<file path="config.mk">
export PLATFORM = sky130hd
export DESIGN_NAME = ps2_dir_ctrl
export DESIGN_NICKNAME = d
export VERILOG_FILES = /design/src/rtl/ps2_dir_ctrl.sv
export SDC_FILE = /design/constraint.sdc
export NUM_CORES = 1
export LEC_CHECK = 0
export CAP_MARGIN = 20
export CORE_MARGIN = 10
export CORE_UTILIZATION = 28
export DETAILED_ROUTE_END_ITERATION = 7
export GPL_ROUTABILITY_DRIVEN = 0
export PLACE_DENSITY_LB_ADDON = 0.15
export SLEW_MARGIN = 20
export SYNTH_ARGS = -nofsm -noshare
export SYNTH_HDL_FRONTEND = slang
export SYNTH_SLANG_ARGS = --single-unit
</file>
<file path="constraint.sdc">
create_clock -name clk -period 2.6 [get_ports clk]
set_input_delay 0.78 -clock clk [delete_from_list [all_inputs] [get_ports clk]]
set_output_delay 0.78 -clock clk [all_outputs]
set_load 0.03 [all_outputs]
</file>
<file path="src/rtl/ps2_dir_ctrl.sv">
// ps2_dir_ctrl
// Receives PS/2 keyboard frames (scan code set 2) and turns them into
// pac-man direction commands plus a pause toggle. Raw bytes and frame
// errors are also reported for debug LEDs.
//
// state     | meaning
// ----------+------------------------------------------------
// ST_IDLE   | waiting for a start bit (data low at a sample point)
// ST_DATA   | shifting in 8 data bits, LSB first
// ST_PARITY | capturing the odd-parity bit
// ST_STOP   | checking parity and stop bit, publishing the byte
//
// Ports:
//   clk          in   system clock (50 MHz)
//   rst_n        in   asynchronous active-low reset
//   ps2_clk      in   PS/2 clock from keyboard (asynchronous)
//   ps2_data     in   PS/2 data from keyboard (asynchronous)
//   scan_code_o  out  last correctly received byte
//   scan_valid_o out  1-cycle pulse when scan_code_o updates
//   frame_err_o  out  1-cycle pulse on parity, stop-bit or timeout error
//   dir_o        out  direction: 00 up, 01 right, 10 down, 11 left
//   dir_valid_o  out  1-cycle pulse per direction make code (incl. typematic)
//   key_held_o   out  high while the last-pressed direction key is held
//   pause_o      out  toggles on each fresh Esc press
module ps2_dir_ctrl #(
  parameter int TIMEOUT_CYC = 50000,
  parameter int FILTER_LEN  = 4
) (
  input  logic       clk,
  input  logic       rst_n,
  input  logic       ps2_clk,
  input  logic       ps2_data,
  output logic [7:0] scan_code_o,
  output logic       scan_valid_o,
  output logic       frame_err_o,
  output logic [1:0] dir_o,
  output logic       dir_valid_o,
  output logic       key_held_o,
  output logic       pause_o
);

  localparam int TO_W  = $clog2(TIMEOUT_CYC);
  localparam int FLT_W = (FILTER_LEN > 1) ? $clog2(FILTER_LEN) : 1;

  localparam logic [1:0] ST_IDLE   = 2'd0;
  localparam logic [1:0] ST_DATA   = 2'd1;
  localparam logic [1:0] ST_PARITY = 2'd2;
  localparam logic [1:0] ST_STOP   = 2'd3;

  logic [1:0]      clk_sync, data_sync;
  logic            clk_s, data_s;
  logic            filt, filt_q;
  logic [FLT_W-1:0] flt_cnt;
  logic            sample;

  logic [1:0]      state;
  logic [2:0]      bit_cnt;
  logic [7:0]      shift;
  logic            par_bit;
  logic [TO_W-1:0] to_cnt;

  logic            brk, esc_down;
  logic [7:0]      held_code;

  assign clk_s  = clk_sync[1];
  assign data_s = data_sync[1];
  // Falling edge of the filtered clock; data is taken in this same cycle.
  assign sample = filt_q & ~filt;

  always_ff @(posedge clk or negedge rst_n) begin
    if (!rst_n) begin
      clk_sync  <= 2'b11;
      data_sync <= 2'b11;
      filt      <= 1'b1;
      filt_q    <= 1'b1;
      flt_cnt   <= '0;
    end else begin
      clk_sync  <= {clk_sync[0], ps2_clk};
      data_sync <= {data_sync[0], ps2_data};
      filt_q    <= filt;
      // Level flips only on the FILTER_LEN-th consecutive differing sample.
      if (clk_s != filt) begin
        if (flt_cnt == FLT_W'(FILTER_LEN - 1)) begin
          filt    <= clk_s;
          flt_cnt <= '0;
        end else begin
          flt_cnt <= flt_cnt + 1'b1;
        end
      end else begin
        flt_cnt <= '0;
      end
    end
  end

  always_ff @(posedge clk or negedge rst_n) begin
    if (!rst_n) begin
      state        <= ST_IDLE;
      bit_cnt      <= '0;
      shift        <= '0;
      par_bit      <= 1'b0;
      to_cnt       <= '0;
      scan_code_o  <= 8'h00;
      scan_valid_o <= 1'b0;
      frame_err_o  <= 1'b0;
    end else begin
      scan_valid_o <= 1'b0;
      frame_err_o  <= 1'b0;
      if (sample) begin
        // A sample point beats a coincident timeout.
        to_cnt <= '0;
        case (state)
          ST_IDLE: begin
            if (!data_s) begin
              state   <= ST_DATA;
              bit_cnt <= '0;
            end
          end
          ST_DATA: begin
            shift   <= {data_s, shift[7:1]};
            bit_cnt <= bit_cnt + 1'b1;
            if (bit_cnt == 3'd7) state <= ST_PARITY;
          end
          ST_PARITY: begin
            par_bit <= data_s;
            state   <= ST_STOP;
          end
          default: begin
            state <= ST_IDLE;
            if ((^{shift, par_bit}) && data_s) begin
              scan_code_o  <= shift;
              scan_valid_o <= 1'b1;
            end else begin
              frame_err_o <= 1'b1;
            end
          end
        endcase
      end else if (state != ST_IDLE) begin
        if (to_cnt == TO_W'(TIMEOUT_CYC - 1)) begin
          state       <= ST_IDLE;
          frame_err_o <= 1'b1;
          to_cnt      <= '0;
        end else begin
          to_cnt <= to_cnt + 1'b1;
        end
      end else begin
        to_cnt <= '0;
      end
    end
  end

  // Arrow keys (E0-prefixed) and keypad keys share the same second byte,
  // so E0 carries no information here and is simply skipped without
  // disturbing a pending F0.
  always_ff @(posedge clk or negedge rst_n) begin
    if (!rst_n) begin
      dir_o       <= 2'b11;
      dir_valid_o <= 1'b0;
      key_held_o  <= 1'b0;
      pause_o     <= 1'b0;
      brk         <= 1'b0;
      esc_down    <= 1'b0;
      held_code   <= 8'h00;
    end else begin
      dir_valid_o <= 1'b0;
      if (scan_valid_o) begin
        case (scan_code_o)
          8'hE0: ;
          8'hF0: brk <= 1'b1;
          8'h75, 8'h74, 8'h72, 8'h6B: begin
            brk <= 1'b0;
            if (!brk) begin
              case (scan_code_o)
                8'h75:   dir_o <= 2'b00;
                8'h74:   dir_o <= 2'b01;
                8'h72:   dir_o <= 2'b10;
                default: dir_o <= 2'b11;
              endcase
              dir_valid_o <= 1'b1;
              key_held_o  <= 1'b1;
              held_code   <= scan_code_o;
            end else if (scan_code_o == held_code) begin
              key_held_o <= 1'b0;
            end
          end
          8'h76: begin
            brk <= 1'b0;
            if (brk) begin
              esc_down <= 1'b0;
            end else if (!esc_down) begin
              pause_o  <= ~pause_o;
              esc_down <= 1'b1;
            end
          end
          default: brk <= 1'b0;
        endcase
      end
    end
  end

endmodule
</file>
==> flow_summary.ini, run 1 <==
[status]
status = completed

[finish]
nets = 289
diodes = 0
fill_cells = 1049
fin_cells = 417
areaGrowthSynthToFinish_pct = 18.76
final_util_pct = 34.38
drive_above_1_share_pct = 21.71

[logic_synthesis]
synth.most_common_cell = dfrtp_1
ys_top_cells_by_area = dfrtp_1 (46%), dfstp_2 (7.0%), mux2_2 (6.8%)
yosysWarnings = 0
synth_common_cells = dfrtp_1 (55), nor2_1 (22), mux2_2 (18), xnor2_1 (16), nand2_1 (14)
synth_top_area_cell = dfrtp_1
ys_seq_elements = 63
netlist-cell-type-count = 46
synth_ff_type = dfrtp_1
synth_area_per_cell_um2 = 12.05
syn_inst = 249
synth_edf_count = 0
synth_async_sr_flop_share_pct = 100.0
yosysTopAreaCellShare_pct = 45.85
synth_nets = 262
syn-cell-area_um2 = 3002
yosysSeqAreaShare_pct = 52.86

[setup_path]
cp_cell_sequence = clkdlybuf4s50_1
cp-start-kind = flop
r2r_setup_slack_ps = 490
rr_worst_depth = 5
crit_type = reg -> out
cp-end-kind = output port
critical_path.max_stage_delay_ps = 750
rr_startpoint = scan_code_o[2]
r2r_end = held_code[1]
path_buf_inv = 1
crit_slowest_cell = clkdlybuf4s50_1
worstPathRequired_ps = 1820
crit_family = buffers and inverters
path_max_fanout = 11
crit_arrival_ps = 1660

[drt]
drt-pass1-iter-count = 4
routedWlPerCell_um = 13.55
drcViolationCount = 0
vias_per_cell = 4.518
vias = 1884
ant_nets = 0
drt_iter0_drc = 63
wl_um = 5649

[clock_tree]
cts_sinks = 63
cts_buffer_depth = 2
cts_made_buffers = 9
postCtsHoldBufs = 0
cts_resized = 0
cts_tree = built
worstSkewPairLatency_ps = 340
cts_setup_buffers = 0
cts_max_level = 3
clk_pin_slew_worst_paths_ps = 70
ctsRootBufferMaster = clkbuf_8

[floorplanning]
die_x_um = 123.5
fp-row-count = 37
ios = 19
design.die.area_um2 = 15260
core_um2 = 10370
initial_utilization_pct = 28.95
die_y_um = 123.5

[grt]
grt_use_total_pct = 8.059
grt_pass1_vias = 1910
grt_max_degree = 28
antenna_found_initial = 0
overflow = 0
grt_pass1_wl_um = 9528

[placed_design]
pre_cts_slack_ps = 490.1
placed_cells = 401
place_hpwl_um = 3980
port_buffers = 18

[power]
vdd.ir_drop.worst_mv = 0.2906
p_total_uw = 3009
power_density_nw_per_um2 = 844.2
total_leakage_power_uw = 0.001536

[sta]
maxSlewHeadroom_pct = 55.02
rsz0062_at_grt = false
final-max-slew-violation-count = 0
period_share_pct = 93.84
period_minus_slack_ps = 2440
fmax_mhz = 409.9
setup_viol_count_final = 0
worst_slack_ps = 160.2
finalHoldViolations = 0
finClkSkew_ps = 13.48
worst_slew_pin_slew_ps = 674.7
finalSetupTns_ps = 0

[worst_hold_path]
hold_end = clk_sync[1]
hold_path_class = reg -> reg
hold_path_depth = 0
hold_path.startpoint = clk_sync[0]

[flow_run]
drv_cap = 0
[worst register-to-register path, stage by stage, from the launching register on]
cell,delay [ps]
dfrtp_1,520
or3b_4,450
a2111oi_4,300
o21ai_2,170
nor2_8,220
mux2_4,320
[power by group]
part           switching (uW)  leakage, uW  internal, uW
clock network             371     0.000100           465
registers                 159     0.000833          1140
logic                     457     0.000602           418
total                     987      0.00154          2020
[registers in the layout (all words and copies together), names as in the netlist, 2 cells and up]
name         cells
flt_cnt          2
to_cnt          16
clk_sync         2
shift            8
bit_cnt          3
held_code        8
data_sync        2
scan_code_o      8
dir_o            2
state            2
[logic make-up (layout without fill, tap and decap cells)]
| family | after synthesis | after routing | share of synthesized area, % |
|---|---|---|---|
| compound gates | 27 | 27 | 6.378 |
| xor+xnor | 30 | 30 | 9.462 |
| fa+ha+maj | 9 | 9 | 3.752 |
| buf+inv | 14 | 46 | 2.167 |
| flops | 63 | 63 | 52.86 |
| mux | 25 | 25 | 9.962 |
| simple gates | 81 | 81 | 15.42 |
[cell type report]
class | instances | area [um^2] | area share (%)
tap | 136 | 170.2 | 4.774
inverter | 6 | 22.52 | 0.6318
multi-input combinational | 172 | 1350 | 37.87
clock inverter | 4 | 45.04 | 1.264
timing repair buffer | 24 | 245.2 | 6.880
clock buffer | 12 | 145.1 | 4.072
sequential | 63 | 1587 | 44.51
[per-layer routing]
metal,vias to the layer above,track usage [%],part of all wire (%)
li1,926,-,-
met1,921,9.956,48
met2,26,12.35,45
met3,11,2.871,5.2
met4,0,3.712,2.0
met5,-,0,0
[worst max path at each step]
stage | start | end | slack, ps | cells past startpoint
after floorplan | scan_code_o[1] | held_code[0] | 420 | 6
after global placement | scan_code_o[2] | held_code[1] | 520 | 5
after detailed placement | scan_code_o[2] | held_code[4] | 490 | 5
after CTS | scan_code_o[2] | scan_code_o[2] | 130 | 1
after global routing | scan_code_o[2] | scan_code_o[2] | 70 | 1
final | scan_code_o[2] | scan_code_o[2] | 160 | 1
[placed cells by master (no fill, tap or decap), drive strengths merged, types with 2 or more instances in the layout]
| cell type | n |
|---|---|
| nor2b | 4 |
| nand4b | 3 |
| ha | 9 |
| a22o | 3 |
| nor4b | 2 |
| inv | 6 |
| a31oi | 2 |
| o31ai | 4 |
| dfrtp | 55 |
| or2 | 3 |
| nor3 | 3 |
| xnor2 | 17 |
| clkdlybuf4s50 | 17 |
| clkbuf | 12 |
| nand3 | 8 |
| xor2 | 12 |
| nand4 | 4 |
| buf | 7 |
| mux2 | 24 |
| o21ai | 10 |
| nand2b | 6 |
| nor2 | 23 |
| nand2 | 14 |
| nor4 | 2 |
| dfstp | 8 |
| a21oi | 5 |
| nor4bb | 2 |
| clkinv | 3 |
[stage by stage]
stage,hold WS (ps),instance area (um^2)
3_3_place_gp,346.6,3374
2_1_floorplan,345.2,3002
5_1_grt,359.9,3565
4_1_cts,358.5,3565
6_report,357.0,3565
3_5_place_dp,347.8,3374
No activity file was read; power rests on OpenSTA's default activity.
==> run 2: changes to the inputs <==
--- a/config.mk
+++ b/config.mk
@@ -8,6 +8,7 @@
 export CAP_MARGIN = 20
 export CORE_MARGIN = 10
 export CORE_UTILIZATION = 28
+export CTS_CLUSTER_DIAMETER = 80
 export DETAILED_ROUTE_END_ITERATION = 7
 export GPL_ROUTABILITY_DRIVEN = 0
 export PLACE_DENSITY_LB_ADDON = 0.15
==> results of run 2 <==
No change in the layout: final DEF, timing and power equal those of run 1.
